## config.mk

```make
export PLATFORM = sky130hd
export DESIGN_NAME = alu_issue_ctrl
export DESIGN_NICKNAME = d
export VERILOG_FILES = /design/src/rtl/alu_issue_pkg.sv /design/src/rtl/alu_issue_decode.sv /design/src/rtl/alu_issue_ctrl.sv
export SDC_FILE = /design/constraint.sdc
export NUM_CORES = 1
export LEC_CHECK = 0
export ABC_AREA = 1
export CORE_UTILIZATION = 43
export CTS_BUF_LIST = sky130_fd_sc_hd__clkbuf_4 sky130_fd_sc_hd__clkbuf_8
export DETAILED_ROUTE_END_ITERATION = 12
export PLACE_DENSITY = 0.83
export SETUP_SLACK_MARGIN = 0.02
export SYNTH_ARGS = -nofsm -noshare
export SYNTH_HDL_FRONTEND = slang
export SYNTH_SLANG_ARGS = --single-unit
```

## constraint.sdc

```tcl
create_clock -name clk -period 1.9 [get_ports clk]
set_clock_uncertainty 0.15 [all_clocks]
set_input_delay 0.475 -clock clk [delete_from_list [all_inputs] [get_ports clk]]
set_output_delay 0.475 -clock clk [all_outputs]
set_load 0.05 [all_outputs]
```

## src/rtl/alu_issue_pkg.sv

```systemverilog
// Shared constants for the ALU issue/retire controller: LEGv8 opcode patterns,
// ALU control codes and the controller state encoding.
package alu_issue_pkg;

  localparam logic [10:0] OP_ADD  = 11'b10001011000;
  localparam logic [10:0] OP_SUB  = 11'b11001011000;
  localparam logic [10:0] OP_AND  = 11'b10001010000;
  localparam logic [10:0] OP_ORR  = 11'b10101010000;
  localparam logic [10:0] OP_EOR  = 11'b11001010000;
  localparam logic [10:0] OP_LDUR = 11'b11111000010;
  localparam logic [10:0] OP_STUR = 11'b11111000000;

  // Prefix forms: immediate/branch encodings spill into the low opcode bits.
  localparam logic [9:0] OP_ADDI_P = 10'b1001000100;
  localparam logic [9:0] OP_SUBI_P = 10'b1101000100;
  localparam logic [8:0] OP_MOVZ_P = 9'b110100101;
  localparam logic [7:0] OP_CBZ_P  = 8'b10110100;
  localparam logic [7:0] OP_CBNZ_P = 8'b10110101;

  localparam logic [3:0] ALU_ADD  = 4'b0010;
  localparam logic [3:0] ALU_SUB  = 4'b1010;
  localparam logic [3:0] ALU_AND  = 4'b0110;
  localparam logic [3:0] ALU_ORR  = 4'b0100;
  localparam logic [3:0] ALU_EOR  = 4'b1001;
  localparam logic [3:0] ALU_MOV  = 4'b1101;
  localparam logic [3:0] ALU_CBZ  = 4'b0111;
  localparam logic [3:0] ALU_CBNZ = 4'b0001;
  localparam logic [3:0] ALU_NOP  = 4'b0000;

  typedef enum logic [1:0] {
    IDLE  = 2'd0,
    ISSUE = 2'd1,
    RESP  = 2'd2
  } state_e;

endpackage

```

## src/rtl/alu_issue_decode.sv

```systemverilog
// Combinational opcode decode: exact 11-bit encodings are tested before the
// prefix encodings so a full match always wins.
module alu_issue_decode
  import alu_issue_pkg::*;
(
  input  logic [10:0] opcode_i,
  output logic [3:0]  alu_control_o,
  output logic        alu_src_o,
  output logic        is_branch_o,
  output logic        illegal_o
);

  always_comb begin
    alu_control_o = ALU_NOP;
    alu_src_o     = 1'b0;
    is_branch_o   = 1'b0;
    illegal_o     = 1'b0;
    if (opcode_i == OP_ADD) begin
      alu_control_o = ALU_ADD;
    end else if (opcode_i == OP_SUB) begin
      alu_control_o = ALU_SUB;
    end else if (opcode_i == OP_AND) begin
      alu_control_o = ALU_AND;
    end else if (opcode_i == OP_ORR) begin
      alu_control_o = ALU_ORR;
    end else if (opcode_i == OP_EOR) begin
      alu_control_o = ALU_EOR;
    end else if (opcode_i == OP_LDUR || opcode_i == OP_STUR) begin
      alu_control_o = ALU_ADD;
      alu_src_o     = 1'b1;
    end else if (opcode_i[10:1] == OP_ADDI_P) begin
      alu_control_o = ALU_ADD;
      alu_src_o     = 1'b1;
    end else if (opcode_i[10:1] == OP_SUBI_P) begin
      alu_control_o = ALU_SUB;
      alu_src_o     = 1'b1;
    end else if (opcode_i[10:2] == OP_MOVZ_P) begin
      alu_control_o = ALU_MOV;
      alu_src_o     = 1'b1;
    end else if (opcode_i[10:3] == OP_CBZ_P) begin
      alu_control_o = ALU_CBZ;
      is_branch_o   = 1'b1;
    end else if (opcode_i[10:3] == OP_CBNZ_P) begin
      alu_control_o = ALU_CBNZ;
      is_branch_o   = 1'b1;
    end else begin
      illegal_o = 1'b1;
    end
  end

endmodule

```

## src/rtl/alu_issue_ctrl.sv

```systemverilog
// Issue/retire controller around an external combinational ALU: accept one op,
// drive the ALU for a settle cycle, capture the result and hand it back.
module alu_issue_ctrl
  import alu_issue_pkg::*;
#(
  parameter int COUNT_W = 16,
  parameter int DATA_W  = 32
) (
  input  logic               clk,
  input  logic               reset,
  input  logic               in_valid,
  output logic               in_ready,
  input  logic [10:0]        in_opcode,
  input  logic [DATA_W-1:0]  in_rdata1,
  input  logic [DATA_W-1:0]  in_sext,
  output logic [3:0]         alu_control,
  output logic               alu_src,
  output logic [DATA_W-1:0]  alu_rdata1,
  output logic [DATA_W-1:0]  alu_sext,
  input  logic [DATA_W-1:0]  alu_result,
  input  logic               alu_zero,
  output logic               out_valid,
  input  logic               out_ready,
  output logic [DATA_W-1:0]  out_result,
  output logic               out_branch_taken,
  output logic               out_is_branch,
  output logic               out_illegal,
  output logic [COUNT_W-1:0] op_count,
  output logic [COUNT_W-1:0] taken_count,
  output state_e             dbg_state
);

  localparam logic [COUNT_W-1:0] CNT_ONE = {{(COUNT_W-1){1'b0}}, 1'b1};

  state_e              state_q, state_d;
  logic                in_ready_q, in_ready_d;
  logic [3:0]          alu_control_q, alu_control_d;
  logic                alu_src_q, alu_src_d;
  logic [DATA_W-1:0]   alu_rdata1_q, alu_rdata1_d;
  logic [DATA_W-1:0]   alu_sext_q, alu_sext_d;
  logic                is_branch_q, is_branch_d;
  logic                illegal_q, illegal_d;
  logic                out_valid_q, out_valid_d;
  logic [DATA_W-1:0]   out_result_q, out_result_d;
  logic                out_taken_q, out_taken_d;
  logic                out_is_branch_q, out_is_branch_d;
  logic                out_illegal_q, out_illegal_d;
  logic [COUNT_W-1:0]  op_count_q, op_count_d;
  logic [COUNT_W-1:0]  taken_count_q, taken_count_d;

  logic [3:0] dec_control;
  logic       dec_src;
  logic       dec_branch;
  logic       dec_illegal;

  alu_issue_decode u_decode (
    .opcode_i      (in_opcode),
    .alu_control_o (dec_control),
    .alu_src_o     (dec_src),
    .is_branch_o   (dec_branch),
    .illegal_o     (dec_illegal)
  );

  // Handshakes: a transfer happens on a rising edge where valid && ready are
  // both high; valid never waits on ready, and a response holds until taken.
  always_comb begin
    state_d         = state_q;
    in_ready_d      = in_ready_q;
    alu_control_d   = alu_control_q;
    alu_src_d       = alu_src_q;
    alu_rdata1_d    = alu_rdata1_q;
    alu_sext_d      = alu_sext_q;
    is_branch_d     = is_branch_q;
    illegal_d       = illegal_q;
    out_valid_d     = out_valid_q;
    out_result_d    = out_result_q;
    out_taken_d     = out_taken_q;
    out_is_branch_d = out_is_branch_q;
    out_illegal_d   = out_illegal_q;
    op_count_d      = op_count_q;
    taken_count_d   = taken_count_q;
    case (state_q)
      IDLE: begin
        if (in_valid) begin
          state_d       = ISSUE;
          in_ready_d    = 1'b0;
          alu_rdata1_d  = in_rdata1;
          alu_sext_d    = in_sext;
          alu_control_d = dec_control;
          alu_src_d     = dec_src;
          is_branch_d   = dec_branch;
          illegal_d     = dec_illegal;
        end
      end
      ISSUE: begin
        state_d         = RESP;
        out_valid_d     = 1'b1;
        out_result_d    = (is_branch_q || illegal_q) ? '0 : alu_result;
        out_taken_d     = alu_zero & is_branch_q;
        out_is_branch_d = is_branch_q;
        out_illegal_d   = illegal_q;
        alu_control_d   = ALU_NOP;
        alu_src_d       = 1'b0;
      end
      RESP: begin
        if (out_ready) begin
          state_d     = IDLE;
          in_ready_d  = 1'b1;
          out_valid_d = 1'b0;
          if (!out_illegal_q) op_count_d = op_count_q + CNT_ONE;
          if (out_taken_q) taken_count_d = taken_count_q + CNT_ONE;
        end
      end
      default: begin
        state_d    = IDLE;
        in_ready_d = 1'b1;
      end
    endcase
  end

  always_ff @(posedge clk) begin
    if (reset) begin
      state_q         <= IDLE;
      in_ready_q      <= 1'b1;
      alu_control_q   <= ALU_NOP;
      alu_src_q       <= 1'b0;
      alu_rdata1_q    <= '0;
      alu_sext_q      <= '0;
      is_branch_q     <= 1'b0;
      illegal_q       <= 1'b0;
      out_valid_q     <= 1'b0;
      out_result_q    <= '0;
      out_taken_q     <= 1'b0;
      out_is_branch_q <= 1'b0;
      out_illegal_q   <= 1'b0;
      op_count_q      <= '0;
      taken_count_q   <= '0;
    end else begin
      state_q         <= state_d;
      in_ready_q      <= in_ready_d;
      alu_control_q   <= alu_control_d;
      alu_src_q       <= alu_src_d;
      alu_rdata1_q    <= alu_rdata1_d;
      alu_sext_q      <= alu_sext_d;
      is_branch_q     <= is_branch_d;
      illegal_q       <= illegal_d;
      out_valid_q     <= out_valid_d;
      out_result_q    <= out_result_d;
      out_taken_q     <= out_taken_d;
      out_is_branch_q <= out_is_branch_d;
      out_illegal_q   <= out_illegal_d;
      op_count_q      <= op_count_d;
      taken_count_q   <= taken_count_d;
    end
  end

  assign in_ready         = in_ready_q;
  assign alu_control      = alu_control_q;
  assign alu_src          = alu_src_q;
  assign alu_rdata1       = alu_rdata1_q;
  assign alu_sext         = alu_sext_q;
  assign out_valid        = out_valid_q;
  assign out_result       = out_result_q;
  assign out_branch_taken = out_taken_q;
  assign out_is_branch    = out_is_branch_q;
  assign out_illegal      = out_illegal_q;
  assign op_count         = op_count_q;
  assign taken_count      = taken_count_q;
  assign dbg_state        = state_q;

endmodule

```

* After elaboration in Yosys (flattened, before gate mapping)
Index checks and enable logic that the tools add are counted.
Word-level totals: bits in registers 142, output and inout bits 140, input bits 112, word-level logic and storage cells 103
Cells by class: reduce and logical (&&, ||, !) cells 12, muxes and demuxes 55, bitwise gates (word level) 3, add/subtract/negate cells 2, equal/unequal tests 16
Operators by type and width (number):
- == test 11 bit, second input constant | 7
- 2-to-1 mux 4 bit | 11
- 2-to-1 mux 1 bit | 36
- adder 16 x 1 -> 16 bit, second input constant | 2
- 2-to-1 mux 32 bit | 1
- == test 10 bit, second input constant | 2
- == test 8 bit, second input constant | 2
- == test 9 bit, second input constant | 1
- AND reduction 3 bit | 3
- one-hot mux 4 bit (2 select lines) | 1
- AND reduction 2 bit | 4
- one-hot mux 2 bit (3 select lines) | 1
- 2-to-1 mux 2 bit | 2
- != test 2 bit, second input constant | 2
- one-hot mux 1 bit (2 select lines) | 2
- nonzero test 2 bit | 2
- one-hot mux 1 bit (3 select lines) | 1
- == test 2 x 1 -> 1 bit, second input constant | 1
- == test 2 bit, second input constant | 1
- zero test 2 bit | 1
- logical OR 1 bit | 2
- inverter 1 bit | 2
- bitwise AND 1 bit | 1

* Depth between registers and ports, before layout
depth after elaboration 14, mapped depth 11, mapped depth without buffers 11

* Modules after synthesis
Synthesis repeated with hierarchy kept, for this count alone.
Unflattened totals: cell total of the unflattened synthesis 808, area total of the unflattened synthesis 5704.2 µm²
Modules (own cells, without submodules):
- alu_issue_ctrl | area each 5375.2 µm², times used 1, cells an instance 736, seq. area each 2842.7 µm²
- alu_issue_decode | area each 329.1 µm², times used 1, cells an instance 72, seq. area each 0.0 µm²

* Worst setup path after synthesis
No wires, ideal clock.
kind register to register, start reg taken_count_q[1], in the netlist taken_count[1], end reg taken_count_q[14], in the netlist taken_count[14], slack -107 ps, cell stages (with the launch flop) 11, library setup time 116 ps, buffers on the path 0, data arrival time 1742 ps, clock period less this slack 2007 ps, required time 1634 ps, cells stage by stage dfxtp_1 -> ha_1 -> nand2_1 -> inv_1 -> nand3_1 -> nor2_1 -> nand2_1 -> nor2_1 -> nand2_1 -> o21ai_0 -> nor2_1
Between the ends: cells in the longest elaborated chain, start to end 1
Ends and longest elaborated chain:
- start, declared | RTL line alu_issue_ctrl.sv:49 | logic [COUNT_W-1:0] taken_count_q, taken_count_d;
- start signal, assigned | RTL line alu_issue_ctrl.sv:153 | taken_count_q <= taken_count_d;
- adder 16 x 1 -> 16 bit | RTL line alu_issue_ctrl.sv:111 | if (out_taken_q) taken_count_d = taken_count_q + CNT_ONE;
No other way between the ends. A chain may end at the register's enable or synchronous reset.

* Worst setup path in the final report
start reg op_count_q[7], in the netlist op_count[7], end out op_count[7]
RTL lines:
- start, declared | RTL line alu_issue_ctrl.sv:48 | logic [COUNT_W-1:0] op_count_q, op_count_d;
- start signal, assigned | RTL line alu_issue_ctrl.sv:152 | op_count_q <= op_count_d;
- end, declared | RTL line alu_issue_ctrl.sv:28 | output logic [COUNT_W-1:0] op_count,
No word-level cell between the ends.

==> impl_metrics.csv <==
group,metric,value,unit
pwr,combPwrFrac,20.9,%
grt,grt_start_max_net_pins,47,
synthesis,syn_area_per_cell,7.617,um^2
clock_tree,hold_buffers,0,
synthesis,yosysSeqAreaShare,51.19,%
pwr,clockPowerShare,35.8,%
pwr,leakage,0.003980,uW
grt,grt_first_pass_wirelength,25940,um
timing,slew_violations,0,
synthesis,syn_inst,729,
floorplan,ioPinCount,252,
worst_setup_path,crit_required,1.27,ns
place,dp_hpwl,12060,um
grt,grt.busiest_layer,"met2",
timing,slew_headroom,73.51,%
synthesis,synth_top_area_cell,"dfxtp_1",
synthesis,syn_area,5553,um^2
place,dpl_worst_slack,-0.2351,ns
worst_setup_path,crit_path_end_kind,"primary output",
timing,fin_crit_sh,91.02,%
worst_setup_path,critPathLaunchType,"flop",
pwr,vdd_drop_max,0.9355,mV
synthesis,synth_top_area_share,51.19,%
floorplan,dieArea,13370,um^2
layout,area_growth,61.67,%
clock_tree,cts_tree,"built",
timing,worst_slack,0.1707,ns
pwr,sequentialPowerShare,43.3,%
pwr,switching_share,29.59,%
grt,overflow,0,
synthesis,synth_cell_types,29,
grt,use_met3,9.833,%
clock_tree,cts_buffer_depth,2,
synthesis,synth_area_leaders,"dfxtp_1 51%, nor2_1 13%, o21ai_0 7.2%",
detailed_routing,first_iter_violations,437,
synthesis,synthTopCellsByCount,"187 x nor2_1, 142 x dfxtp_1, 103 x nand2_1, 80 x o21ai_0, 56 x inv_1",
grt,grt_pass1_vias,5451,
floorplan,start_util,44.00,%
synthesis,async_flop_share,0,%
layout,final_nets,1124,
timing,grt_setup_unrepaired,"no",
timing,setup_violations,0,
synthesis,synth_seq_cells,142,
synthesis,synth_flop_cell,"dfxtp_1",
synthesis,yosysMostFrequentCell,"nor2_1",
clock_tree,insertion_delay,0.44,ns
clock_tree,clk_pin_slew_worst_paths,0.09,ns
outcome,status,"finished clean",
floorplan,num_rows,41,
min_path,hold_class,"reg2reg",
flow_run,drv_cap,0,
pwr,p_total,7452,uW
grt,grt_use_total,24.76,%
worst_setup_path,cp_slowest_cell,"dfxtp_1",
clock_tree,post-cts-setup-buffer-count,0,
timing,post-route-min-period,1.729,ns
worst_setup_path,crit_chain,"buf_12",
clock_tree,cts.sinks,142,
detailed_routing,routed_via_density,4.908,
detailed_routing,drc_errors,0,
layout,drive_gt1_share,23.48,%
detailed_routing,routedWlPerCell,13.92,um
synthesis,synth_edf_count,0,
worst_setup_path,cp_data_arrival_time,1.10,ns
detailed_routing,wl,16620,um
timing,fmaxAchievable,578.3,MHz
pwr,p_per_area,830.0,nW/um^2
clock_tree,cts-root-buf,"clkbuf_8",
worst_setup_path,critical_path.max_fanout,5,
clock_tree,htree_levels,4,
grt,antenna_found_initial,0,
worst_setup_path,crit_path_max_incr_delay,0.49,ns
worst_setup_path,crit_buf_inv,1,
place,gp_congestion,0.8784,
grt,grt_util_met2,42.40,%
floorplan,die_h,115.6,um
synthesis,synth_nets,843,
detailed_routing,ant_nets,0,
pwr,netSwitchingPower,2205,uW
detailed_routing,firstDrtPassIters,4,
detailed_routing,route.vias.total,5860,
worst_setup_path,critical-path-top-delay-family,"flip-flops",
floorplan,coreArea,12620,um^2
synthesis,ys_warn_count,0,
timing,tightest_slew,0.3944,ns
pwr,intPower,5247,uW
layout,num_antenna_cells,0,
grt,global_route.usage.met1,28.03,%
place,io_buffers,251,
worst_setup_path,critical_path_class,"reg2out",
clock_tree,cts_buffers,17,
floorplan,die_w,115.6,um
timing,hold_viol,0,
[cell type report]
type / count / area (um^2)
Clock buffer: 21 / 276.5
Fill cell: 989 / 3642
Multi-Input combinational cell: 494 / 2360
Tap cell: 172 / 215.2
Sequential cell: 142 / 2850
Clock inverter: 10 / 162.7
Timing Repair Buffer: 297 / 2895
Inverter: 58 / 217.7
[cells in the final DEF (no fill, tap or decap), types with 2 or more instances in the layout]
cell type        count
clkinv_4             2
bufinv_16            4
a21oi_1             28
ha_1                 2
clkinv_2             2
nor2_2               5
inv_1               53
nor2_4               4
clkbuf_4             2
buf_12              31
buf_4              155
clkdlybuf4s50_1    111
nand2_1            103
xor2_1               3
dfxtp_1            136
inv_2                5
nor3_1              12
o211ai_1             3
nor2_1             183
and3_1               2
o21bai_1             2
clkinvlp_4           2
clkbuf_8            19
nand2_4              2
nand3_1             27
nand4_1              4
a32o_1              27
o21ai_0             80
dfxtp_2              6
[stage by stage]
stage | instances | hold slack (ns) | setup TNS, ns | area, um^2 | util (%)
4_1_cts | 1194 | 0.3061 | 0 | 8972 | 71.10
3_3_place_gp | 1163 | 0.2888 | -8.395 | 8533 | 67.62
5_1_grt | 1194 | 0.3143 | 0 | 8977 | 71.14
2_1_floorplan | 729 | 0.3045 | 0 | 5560 | -
6_report | 1194 | 0.3028 | 0 | 8977 | 71.14
3_5_place_dp | 1163 | 0.2933 | -10.76 | 8533 | 67.62
[power groups by stage]
stage	clock [uW]	sequential (uW)	combinational, uW
after floorplan	0	3840	324
after global placement	0	3290	1540
after detailed placement	0	3290	1560
after CTS	2710	3230	1560
after global routing	2850	3250	1650
final	2660	3230	1560
[worst paths after layout]
path | from | end | slack (ns) | cells after the start
max | op_count[7]$_SDFFE_PP0P_ | op_count[7] | 0.17 | 1
min | alu_control[3]$_SDFFE_PP0P_ | alu_control[3]$_SDFFE_PP0P_ | 0.30 | 2
max reg2reg | taken_count[1]$_SDFFE_PP0P_ | taken_count[12]$_SDFFE_PP0P_ | 0.24 | 10
min reg2reg | alu_control[3]$_SDFFE_PP0P_ | alu_control[3]$_SDFFE_PP0P_ | 0.30 | 2
[flip-flops by register name, summed over array words and instances (netlist names)]
name	count
out_result	32
out_is_branch	1
out_valid	1
out_branch_taken	1
in_ready	1
is_branch_q	1
taken_count	16
alu_control	4
dbg_state	2
op_count	16
out_illegal	1
alu_src	1
alu_sext	32
alu_rdata1	32
illegal_q	1
[layer usage]
layer  up-vias  part of all wire (%)
li1       2939                     -
met1      2689                    40
met2       211                    50
met3        21                   8.5
met4         0                   1.6
met5         -                     0
[logic make-up after synthesis]
kind of cell / count (synthesis) / share of synthesized area (%)
xor gates and xnor gates: 4 / 0.6310
buffers and inverters: 93 / 6.580
DFF: 142 / 51.19
AOI/OAI and AO/OA: 144 / 15.80
and+or+nand+nor: 344 / 25.35
adders and majority gates: 2 / 0.4506
[timing repair]
action,CTS,global route
resized for setup,0,3
endpoints found under the setup margin,0,2
endpoints found under the hold margin,0,0
No activity file was read; power rests on OpenSTA's default activity.
